===== src/rtl/wb_bridge_pkg.sv =====
// Shared definitions for the Wishbone timeout bridge.
//   state_e          FSM state encoding (IDLE / BUSY / RESP)
//   TO_DATA_DEFAULT  read data returned when a transfer is forcibly terminated
//   cnt_width()      width of a counter that must hold 0..terminal
package wb_bridge_pkg;

  typedef enum logic [1:0] {
    IDLE = 2'd0,
    BUSY = 2'd1,
    RESP = 2'd2
  } state_e;

  localparam logic [31:0] TO_DATA_DEFAULT = 32'hDEADBEEF;

  // Bits needed to represent the value 'terminal' (minimum 1).
  function automatic int unsigned cnt_width(input int unsigned terminal);
    int unsigned w;
    w = 1;
    while ((w < 32) && ((64'd1 << w) <= 64'(terminal))) w++;
    return w;
  endfunction

endpackage


===== src/rtl/wb_timeout_bridge_if.sv =====
// Wishbone classic bus bundle used on both sides of the bridge.
//   cyc/stb/we/sel/adr/dat_w : master -> slave request
//   dat_r/ack                : slave -> master response
// Modports: master (drives the request), slave (drives the response).
interface wb_timeout_bridge_if #(
  parameter int unsigned AW = 32,
  parameter int unsigned DW = 32
);

  localparam int unsigned SW = DW / 8;

  logic          cyc;
  logic          stb;
  logic          we;
  logic [SW-1:0] sel;
  logic [AW-1:0] adr;
  logic [DW-1:0] dat_w;
  logic [DW-1:0] dat_r;
  logic          ack;

  modport master (
    output cyc, stb, we, sel, adr, dat_w,
    input  dat_r, ack
  );

  modport slave (
    input  cyc, stb, we, sel, adr, dat_w,
    output dat_r, ack
  );

endinterface


===== src/rtl/wb_timeout_counter.sv =====
// Saturating cycle counter for the bridge's downstream wait.
//   clk, rst : clock, synchronous active-high reset
//   clr      : force count to zero (takes priority over en)
//   en       : advance count by one, saturating at TERMINAL
//   tc_c     : combinational; high while enabled on the last allowed cycle
//              (count == TERMINAL-1)
module wb_timeout_counter #(
  parameter int unsigned TERMINAL = 255,
  parameter int unsigned CW       = 8
) (
  input  logic clk,
  input  logic rst,
  input  logic clr,
  input  logic en,
  output logic tc_c
);

  logic [CW-1:0] count;

  // Saturating counter; never wraps back to zero on its own.
  always_ff @(posedge clk) begin
    if (rst || clr) begin
      count <= '0;
    end else if (en && (count != CW'(TERMINAL))) begin
      count <= count + CW'(1);
    end
  end

  assign tc_c = en && (count == CW'(TERMINAL - 1));

endmodule


===== src/rtl/wb_timeout_bridge.sv =====
// Registered Wishbone classic stage between the management-core master and
// the user-project fabric. One transfer in flight; if the fabric does not ack
// within TIMEOUT_CYCLES strobe cycles the transfer is terminated upstream with
// ack + TO_DATA and timeout_irq_o pulses for one cycle.
// Ports:
//   wb_clk_i, wb_rst_i : clock, synchronous active-high reset
//   wbs                : upstream bus (bridge is the slave)
//   m                  : downstream bus (bridge is the master)
//   timeout_irq_o      : one-cycle pulse, coincident with the timeout ack
//   to_count_o         : saturating timeout count      (WB_TIMEOUT_STATS_EN)
//   to_addr_o          : address of the latest timeout (WB_TIMEOUT_STATS_EN)
// Build option: define WB_TIMEOUT_STATS_EN to add the timeout statistics.
module wb_timeout_bridge
  import wb_bridge_pkg::*;
#(
  parameter int unsigned   AW             = 32,
  parameter int unsigned   DW             = 32,
  parameter int unsigned   TIMEOUT_CYCLES = 255,
  parameter logic [DW-1:0] TO_DATA        = DW'(TO_DATA_DEFAULT)
) (
  input  logic               wb_clk_i,
  input  logic               wb_rst_i,
  wb_timeout_bridge_if.slave  wbs,
  wb_timeout_bridge_if.master m,
  output logic               timeout_irq_o
`ifdef WB_TIMEOUT_STATS_EN
  ,
  output logic [15:0]        to_count_o,
  output logic [AW-1:0]      to_addr_o
`endif
);

  localparam int unsigned SW = DW / 8;
  localparam int unsigned CW = cnt_width(TIMEOUT_CYCLES);

  state_e        state_q, state_d;
  logic          cyc_q, cyc_d;
  logic          stb_q, stb_d;
  logic          we_q, we_d;
  logic [SW-1:0] sel_q, sel_d;
  logic [AW-1:0] adr_q, adr_d;
  logic [DW-1:0] wdat_q, wdat_d;
  logic          ack_q, ack_d;
  logic [DW-1:0] rdat_q, rdat_d;
  logic          irq_q, irq_d;

  logic          cnt_clr;
  logic          cnt_en;
  logic          cnt_tc_c;

  wb_timeout_counter #(
    .TERMINAL (TIMEOUT_CYCLES),
    .CW       (CW)
  ) u_counter (
    .clk  (wb_clk_i),
    .rst  (wb_rst_i),
    .clr  (cnt_clr),
    .en   (cnt_en),
    .tc_c (cnt_tc_c)
  );

  // State and output registers.
  always_ff @(posedge wb_clk_i) begin
    if (wb_rst_i) begin
      state_q <= IDLE;
      cyc_q   <= 1'b0;
      stb_q   <= 1'b0;
      we_q    <= 1'b0;
      sel_q   <= '0;
      adr_q   <= '0;
      wdat_q  <= '0;
      ack_q   <= 1'b0;
      rdat_q  <= '0;
      irq_q   <= 1'b0;
    end else begin
      state_q <= state_d;
      cyc_q   <= cyc_d;
      stb_q   <= stb_d;
      we_q    <= we_d;
      sel_q   <= sel_d;
      adr_q   <= adr_d;
      wdat_q  <= wdat_d;
      ack_q   <= ack_d;
      rdat_q  <= rdat_d;
      irq_q   <= irq_d;
    end
  end

  // Next-state and next-output logic.
  always_comb begin
    state_d = state_q;
    cyc_d   = cyc_q;
    stb_d   = stb_q;
    we_d    = we_q;
    sel_d   = sel_q;
    adr_d   = adr_q;
    wdat_d  = wdat_q;
    ack_d   = 1'b0;
    rdat_d  = rdat_q;
    irq_d   = 1'b0;
    cnt_clr = 1'b1;
    cnt_en  = 1'b0;

    case (state_q)
      IDLE: begin
        if (wbs.cyc && wbs.stb) begin
          state_d = BUSY;
          cyc_d   = 1'b1;
          stb_d   = 1'b1;
          we_d    = wbs.we;
          sel_d   = wbs.sel;
          adr_d   = wbs.adr;
          wdat_d  = wbs.dat_w;
        end
      end

      BUSY: begin
        cnt_clr = 1'b0;
        cnt_en  = 1'b1;
        // An abandoned cycle must never be acked, so abort outranks ack.
        if (!wbs.cyc) begin
          state_d = IDLE;
          cyc_d   = 1'b0;
          stb_d   = 1'b0;
        end else if (m.ack) begin
          state_d = RESP;
          cyc_d   = 1'b0;
          stb_d   = 1'b0;
          ack_d   = 1'b1;
          rdat_d  = m.dat_r;
        end else if (cnt_tc_c) begin
          state_d = RESP;
          cyc_d   = 1'b0;
          stb_d   = 1'b0;
          ack_d   = 1'b1;
          irq_d   = 1'b1;
          rdat_d  = TO_DATA;
        end
      end

      RESP: begin
        state_d = IDLE;
      end

      default: begin
        state_d = IDLE;
        cyc_d   = 1'b0;
        stb_d   = 1'b0;
      end
    endcase
  end

  assign m.cyc         = cyc_q;
  assign m.stb         = stb_q;
  assign m.we          = we_q;
  assign m.sel         = sel_q;
  assign m.adr         = adr_q;
  assign m.dat_w       = wdat_q;
  assign wbs.ack       = ack_q;
  assign wbs.dat_r     = rdat_q;
  assign timeout_irq_o = irq_q;

`ifdef WB_TIMEOUT_STATS_EN
  // Timeout statistics, updated on the same edge that raises the IRQ.
  always_ff @(posedge wb_clk_i) begin
    if (wb_rst_i) begin
      to_count_o <= '0;
      to_addr_o  <= '0;
    end else if (irq_d) begin
      if (to_count_o != 16'hFFFF) begin
        to_count_o <= to_count_o + 16'd1;
      end
      to_addr_o <= adr_q;
    end
  end
`endif

endmodule


===== src/flat_wrapper.sv =====
// flat-port wrapper written by rule: the top's interface ports become plain ports
module wb_timeout_bridge_flat import wb_bridge_pkg::*;
#(
  parameter int unsigned   AW             = 32,
  parameter int unsigned   DW             = 32,
  parameter int unsigned   TIMEOUT_CYCLES = 255,
  parameter logic [DW-1:0] TO_DATA        = DW'(TO_DATA_DEFAULT)
)
  (wb_clk_i, wb_rst_i, timeout_irq_o, wbs_cyc, wbs_stb, wbs_we, wbs_sel, wbs_adr, wbs_dat_w, wbs_dat_r, wbs_ack, m_cyc, m_stb, m_we, m_sel, m_adr, m_dat_w, m_dat_r, m_ack);
  wb_timeout_bridge_if #(.AW(AW), .DW(DW)) wbs_i ();
  wb_timeout_bridge_if #(.AW(AW), .DW(DW)) m_i ();
  input  logic wb_clk_i;
  input  logic wb_rst_i;
  output logic timeout_irq_o;
  input wire logic [$bits(wbs_i.cyc)-1:0] wbs_cyc;
  input wire logic [$bits(wbs_i.stb)-1:0] wbs_stb;
  input wire logic [$bits(wbs_i.we)-1:0] wbs_we;
  input wire logic [$bits(wbs_i.sel)-1:0] wbs_sel;
  input wire logic [$bits(wbs_i.adr)-1:0] wbs_adr;
  input wire logic [$bits(wbs_i.dat_w)-1:0] wbs_dat_w;
  output wire logic [$bits(wbs_i.dat_r)-1:0] wbs_dat_r;
  output wire logic [$bits(wbs_i.ack)-1:0] wbs_ack;
  output wire logic [$bits(m_i.cyc)-1:0] m_cyc;
  output wire logic [$bits(m_i.stb)-1:0] m_stb;
  output wire logic [$bits(m_i.we)-1:0] m_we;
  output wire logic [$bits(m_i.sel)-1:0] m_sel;
  output wire logic [$bits(m_i.adr)-1:0] m_adr;
  output wire logic [$bits(m_i.dat_w)-1:0] m_dat_w;
  input wire logic [$bits(m_i.dat_r)-1:0] m_dat_r;
  input wire logic [$bits(m_i.ack)-1:0] m_ack;
  assign wbs_i.cyc = wbs_cyc;
  assign wbs_i.stb = wbs_stb;
  assign wbs_i.we = wbs_we;
  assign wbs_i.sel = wbs_sel;
  assign wbs_i.adr = wbs_adr;
  assign wbs_i.dat_w = wbs_dat_w;
  assign wbs_dat_r = wbs_i.dat_r;
  assign wbs_ack = wbs_i.ack;
  assign m_cyc = m_i.cyc;
  assign m_stb = m_i.stb;
  assign m_we = m_i.we;
  assign m_sel = m_i.sel;
  assign m_adr = m_i.adr;
  assign m_dat_w = m_i.dat_w;
  assign m_i.dat_r = m_dat_r;
  assign m_i.ack = m_ack;
  wb_timeout_bridge #(.AW(AW), .DW(DW), .TIMEOUT_CYCLES(TIMEOUT_CYCLES), .TO_DATA(TO_DATA)) u_core (.wb_clk_i(wb_clk_i), .wb_rst_i(wb_rst_i), .wbs(wbs_i), .m(m_i), .timeout_irq_o(timeout_irq_o));
endmodule

===== config.mk =====
export PLATFORM = sky130hd
export DESIGN_NAME = wb_timeout_bridge_flat
export DESIGN_NICKNAME = d
export VERILOG_FILES = /design/src/rtl/wb_bridge_pkg.sv /design/src/rtl/wb_timeout_bridge_if.sv /design/src/rtl/wb_timeout_counter.sv /design/src/rtl/wb_timeout_bridge.sv /design/src/flat_wrapper.sv
export SDC_FILE = /design/constraint.sdc
export NUM_CORES = 1
export LEC_CHECK = 0
export BUFFER_PORTS_ARGS = -buffer_cell sky130_fd_sc_hd__buf_2
export CAP_MARGIN = 15
export CORE_ASPECT_RATIO = 0.5
export CORE_MARGIN = 4
export CORE_UTILIZATION = 30
export CTS_CLUSTER_DIAMETER = 60
export DETAILED_ROUTE_END_ITERATION = 8
export PLACE_DENSITY_LB_ADDON = 0.3
export RECOVER_POWER = 50
export SYNTH_ARGS = -nofsm -noshare
export SYNTH_HDL_FRONTEND = slang
export SYNTH_SLANG_ARGS = --single-unit

===== constraint.sdc =====
create_clock -name wb_clk_i -period 2.2 [get_ports wb_clk_i]
set_clock_uncertainty 0.05 [all_clocks]
set_input_delay 0.44 -clock wb_clk_i [delete_from_list [all_inputs] [get_ports wb_clk_i]]
set_output_delay 0.44 -clock wb_clk_i [all_outputs]
set_load 0.005 [all_outputs]

# Word-level counts from Yosys, hierarchy flattened
# Index checks and enable logic that the tools add are counted.
[word_totals]
regBits = 114
in_bits = 106
out_inout_bits = 105
[classes]
muxes = 16
bitwise = 3
add_sub_neg = 1
reduce_logical = 12
eq_ne = 6
[ops]
columns = ["op", "count"]
rows = [
  ["$mux W32", 2],
  ["$add A8 B1 Y8 const B", 1],
  ["$eq A8 B8 Y1 const B", 1],
  ["$mux W1", 8],
  ["$mux W2", 4],
  ["$ne A8 B8 Y1 const B", 1],
  ["$reduce_and A3 Y1", 2],
  ["$ne A4 B3 Y1 const B", 1],
  ["$pmux W2 S2", 1],
  ["$reduce_and A2 Y1", 2],
  ["$reduce_or A4 Y1", 1],
  ["$logic_and A1 B1 Y1", 3],
  ["$not A1 Y1", 3],
  ["$pmux W1 S3", 1],
  ["$reduce_or A3 Y1", 1],
  ["$eq A2 B1 Y1 const B", 1],
  ["$eq A2 B2 Y1 const B", 1],
  ["$logic_not A2 Y1", 1],
  ["$ne A2 B1 Y1 const B", 1],
  ["$reduce_bool A2 Y1", 1],
  ["$logic_or A1 B1 Y1", 1],
]

# Depth between registers and ports, before layout
[depth]
ltp_word = 7
mapped_depth = 7

# Hierarchy
# Synthesis repeated with hierarchy kept, for this count alone.
[unflattened]
cells_unflattened = 518
area_unflattened_um2 = 4265.3
[modules_own_cells]
columns = ["module", "area_each_um2", "instances", "cells_per_inst", "seq_area_each_um2"]
rows = [
  ["wb_timeout_bridge", 3806.2, 1, 467, 2122.0],
  ["wb_timeout_counter", 459.2, 1, 51, 160.2],
]

# Least setup slack after synthesis
# Ideal clock, no wire load.
[synth_timing]
kind = "input to register"
startpoint = "input port wb_rst_i"
endpoint = "register u_core.u_counter.count[5]"
setup_ps = 59
setup_slack_ps = 679
t_required_ps = 2091
t_arrival_ps = 1412
stages = 5
cell_sequence = "clkbuf_1 -> or3b_1 -> buf_2 -> a311oi_1 -> a41o_1"
[synth_between]
elab_chain_len = 1
[synth_rtl]
columns = ["element", "line_no", "rtl"]
rows = [
  ["start, declared", "flat_wrapper.sv:13", "input logic wb_rst_i;"],
  ["$logic_or A1 B1 Y1", "wb_timeout_counter.sv:22", "if (rst || clr) begin"],
  ["end signal, assigned", "wb_timeout_counter.sv:25", "count <= count + CW'(1);"],
  ["end, declared", "wb_timeout_counter.sv:18", "logic [CW-1:0] count;"],
]
# Every way passes these cells.
# A chain may end at the register's enable or synchronous reset.

# Worst setup path in the final report
[layout_timing]
startpoint = "register u_core.u_counter.count[2]"
endpoint = "register u_core.rdat_q[1] (netlist: u_core.wbs.dat_r[1])"
[layout_between]
elab_chain_len = 4
[layout_rtl]
columns = ["element", "line_no", "rtl"]
rows = [
  ["$eq A8 B8 Y1", "wb_timeout_counter.sv:29", "assign tc_c = en && (count == CW'(TERMINAL - 1));"],
  ["$logic_and A1 B1 Y1", "wb_timeout_counter.sv:29", ""],
  ["$reduce_bool A2 Y1 (no source line)", "--", ""],
  ["$reduce_and A3 Y1 (no source line)", "--", ""],
  ["end signal, assigned", "wb_timeout_bridge.sv:84", "rdat_q <= rdat_d;"],
  ["end, declared", "wb_timeout_bridge.sv:44", "logic [DW-1:0] rdat_q, rdat_d;"],
]
# Every way passes these cells.

==> results.toml <==
[status]
outcome = "completed"

[routing]
vias = 4083
via_per_inst = 4.50
wire_per_inst_um = 13.5
drc = 0
wirelength_um = 12200
ant_nets = 0
drtPass1Iterations = 4
first_iter_violations = 140

[sta]
fin_crit_sh_pct = 78.0
worstMarginPinSlew_ns = 0.529
hold_violations = 0
fmax_mhz = 583
worst_slack_ns = 0.485
post-route-min-period_ns = 1.72
finalMaxSlewViolations = 0
grt_setup_unrepaired = "no"
setup_tns_ns = 0
slew_headroom_pct = 64.8
setup_viol = 0

[cells_and_area]
drive_gt1_share_pct = 30.0
antenna_cells = 0
final_util_pct = 43.6
nets = 811
multiInputGateArea_um2 = 1840
seqCellArea_um2 = 2280
syn2layout_area_growth_pct = 38.7
stdcell_area_um2 = 6050
fillers = 1440

[logic_synthesis]
synth.area.top_cells = "dfxtp_1 (52%), nand2_1 (13%), a21oi_1 (9.5%)"
async_flop_share_pct = 0
synth_top_area_share_pct = 52.3
ys_ff_latch = 114
synth_cell_type_count = 38
synth_top_area_cell = "dfxtp_1"
synth_ff_type = "dfxtp_1"
yosys_warnings = 0
syn_avg_cell_area_um2 = 8.52
netlist_instances = 512
synth_nets = 620
synth_area_um2 = 4360
ys_seq_area_share_pct = 52.3
synth_edf_count = 0

[cts]
clock-sinks = 114
ctsHtreeMaxLevel = 4
cts_setup_buffers = 0
cts_made_buffers = 17
clock_latency_ns = 0.39
clock_path_buffers = 2
ctsHoldBuffers = 0
post_cts_resized = 0
cts_tree = "yes"
cts.clk_slew.worst_paths_ns = 0.05
cts-root-buf = "clkbuf_16"

[job]
cap_violations = 0

[setup_path]
cp-end-kind = "flip-flop"
reg2reg_depth = 4
cp.required_ns = 2.46
worst-path-max-fanout = 24
reg2reg_from = "u_core.u_counter.count[2]"
reg2reg_slack_ns = 0.48
start_kind = "flip-flop"
crit_arrival_ns = 1.98
crit_type = "reg2reg"
rr_endpoint = "u_core.wbs.dat_r[1]"

[pwr]
leakage_nw = 2.41
finalPower_mw = 5.57
peakVddDrop_v = 0.000482
power_density_nw_per_um2 = 921

[floorplanning]
start_util_pct = 31.4
rows = 30
design.die.area_um2 = 16600
die_y_um = 93.3
die_w_um = 178
io_pins = 211
core_area_um2 = 13900

[global_route]
grt_pass1_vias = 3831
grt_pass1_wl_um = 19300
antenna_found_initial = 0
grt_usage_pct = 14.5
grt_max_degree = 106
grt_overflow_total = 0

[worst_hold_path]
holdCritStartpoint = "wbs_dat_w[21]"
hold_depth = 3
min_path_type = "in2reg"
hold_end = "u_core.m.dat_w[21]"

[placement]
dp_hpwl_um = 8220
routabilityCongestion = 0.740
post-place-ws_ns = 0.500
dpl-instance-area_um2 = 5500
io_buffer_count = 210
-- sequential cells by signal, indices dropped and copies added, names as in the netlist --
register                count
u_core.wbs.ack              1
u_core.u_counter.count      8
u_core.wbs.dat_r           32
u_core.state_q              2
u_core.m.sel                4
u_core.m.we                 1
u_core.timeout_irq_o        1
u_core.m.dat_w             32
u_core.m.cyc                1
u_core.m.adr               32
-- synth_stat cells (3+ instances only) --
library cell  number
dfxtp_1          114
a21oi_1           83
a211oi_1           4
a31oi_1            3
o21ai_0            8
nand2_1          149
nor3_2            21
clkbuf_1          28
nor3_1             6
nor2_1            32
buf_2              9
a21oi_2           20
-- worst max-delay path by stage --
stage / startpoint / to
after CTS: u_core.u_counter.count[2] / u_core.wbs.dat_r[1]
after floorplan: wb_rst_i / u_core.u_counter.count[5]
after global placement: wbs_cyc / u_core.m.dat_w[15]
after global routing: u_core.u_counter.count[2] / u_core.wbs.dat_r[0]
final: u_core.u_counter.count[2] / u_core.wbs.dat_r[1]
after detailed placement: wbs_cyc / u_core.m.dat_w[13]
-- cells by family after synthesis --
logic type	share of synthesized area [%]
flops	52.3
buf+inv	5.60
compound gates	17.2
fa+ha+maj	0.574
simple gates	23.7
xor+xnor	0.603
-- power breakdown --
group / leakage (nW) / switching [mW] / internal [mW] / total, mW
Clock: 0.317 / 0.929 / 2.06 / 2.99
Combinational: 1.17 / 0.228 / 0.172 / 0.401
Sequential: 0.927 / 0.0400 / 2.14 / 2.18
Total: 2.41 / 1.20 / 4.37 / 5.57
-- through the flow --
step / hold slack [ns] / std cells
3_5_place_dp: 0.394 / 876
2_1_floorplan: 0.403 / 512
5_1_grt: 0.213 / 908
3_3_place_gp: 0.389 / 876
4_1_cts: 0.207 / 908
6_report: 0.227 / 908
-- worst max-delay path, cell delays in order, from the launching register on --
cell	delay, ns
dfxtp_1	0.40
and4_1	0.35
a41o_4	0.52
a21oi_1	0.12
nor3_1	0.18
-- cell type report --
type | instances | share of cell area, %
Clock inverter | 11 | 3.02
Inverter | 2 | 0.124
Clock buffer | 21 | 7.61
Timing Repair Buffer | 215 | 17.1
Sequential cell | 114 | 37.7
Multi-Input combinational cell | 353 | 30.4
Tap cell | 192 | 3.97
-- routing by layer --
layer | wire length (um) | track usage, %
met2 | 6010 | 24.2
met3 | 669 | 3.80
met5 | 0 | 0
met4 | 200 | 5.74
met1 | 5350 | 17.9
-- cell usage in the layout (no fill, tap or decap), drive strengths merged --
| master | instances |
|---|---|
| and3b | 1 |
| and4 | 1 |
| xor2 | 1 |
| a21oi | 103 |
| nand2 | 149 |
| clkbuf | 95 |
| a41o | 2 |
| nand3b | 2 |
| bufinv | 5 |
| and3 | 1 |
| xnor2 | 2 |
| o211ai | 1 |
| and2 | 1 |
| buf | 141 |
| a31oi | 3 |
| a311oi | 1 |
| inv | 2 |
| clkinv | 5 |
| nor4 | 1 |
| clkinvlp | 1 |
| dfxtp | 114 |
| ha | 2 |
| or3 | 2 |
| or2 | 1 |
| a211oi | 4 |
| o21ai | 8 |
| and4b | 1 |
| nor2 | 32 |
| o31ai | 1 |
| nand4 | 2 |
| nand3 | 2 |
| a41oi | 1 |
| nor3 | 27 |
| or3b | 1 |
Power figures use the tool's default switching activity.
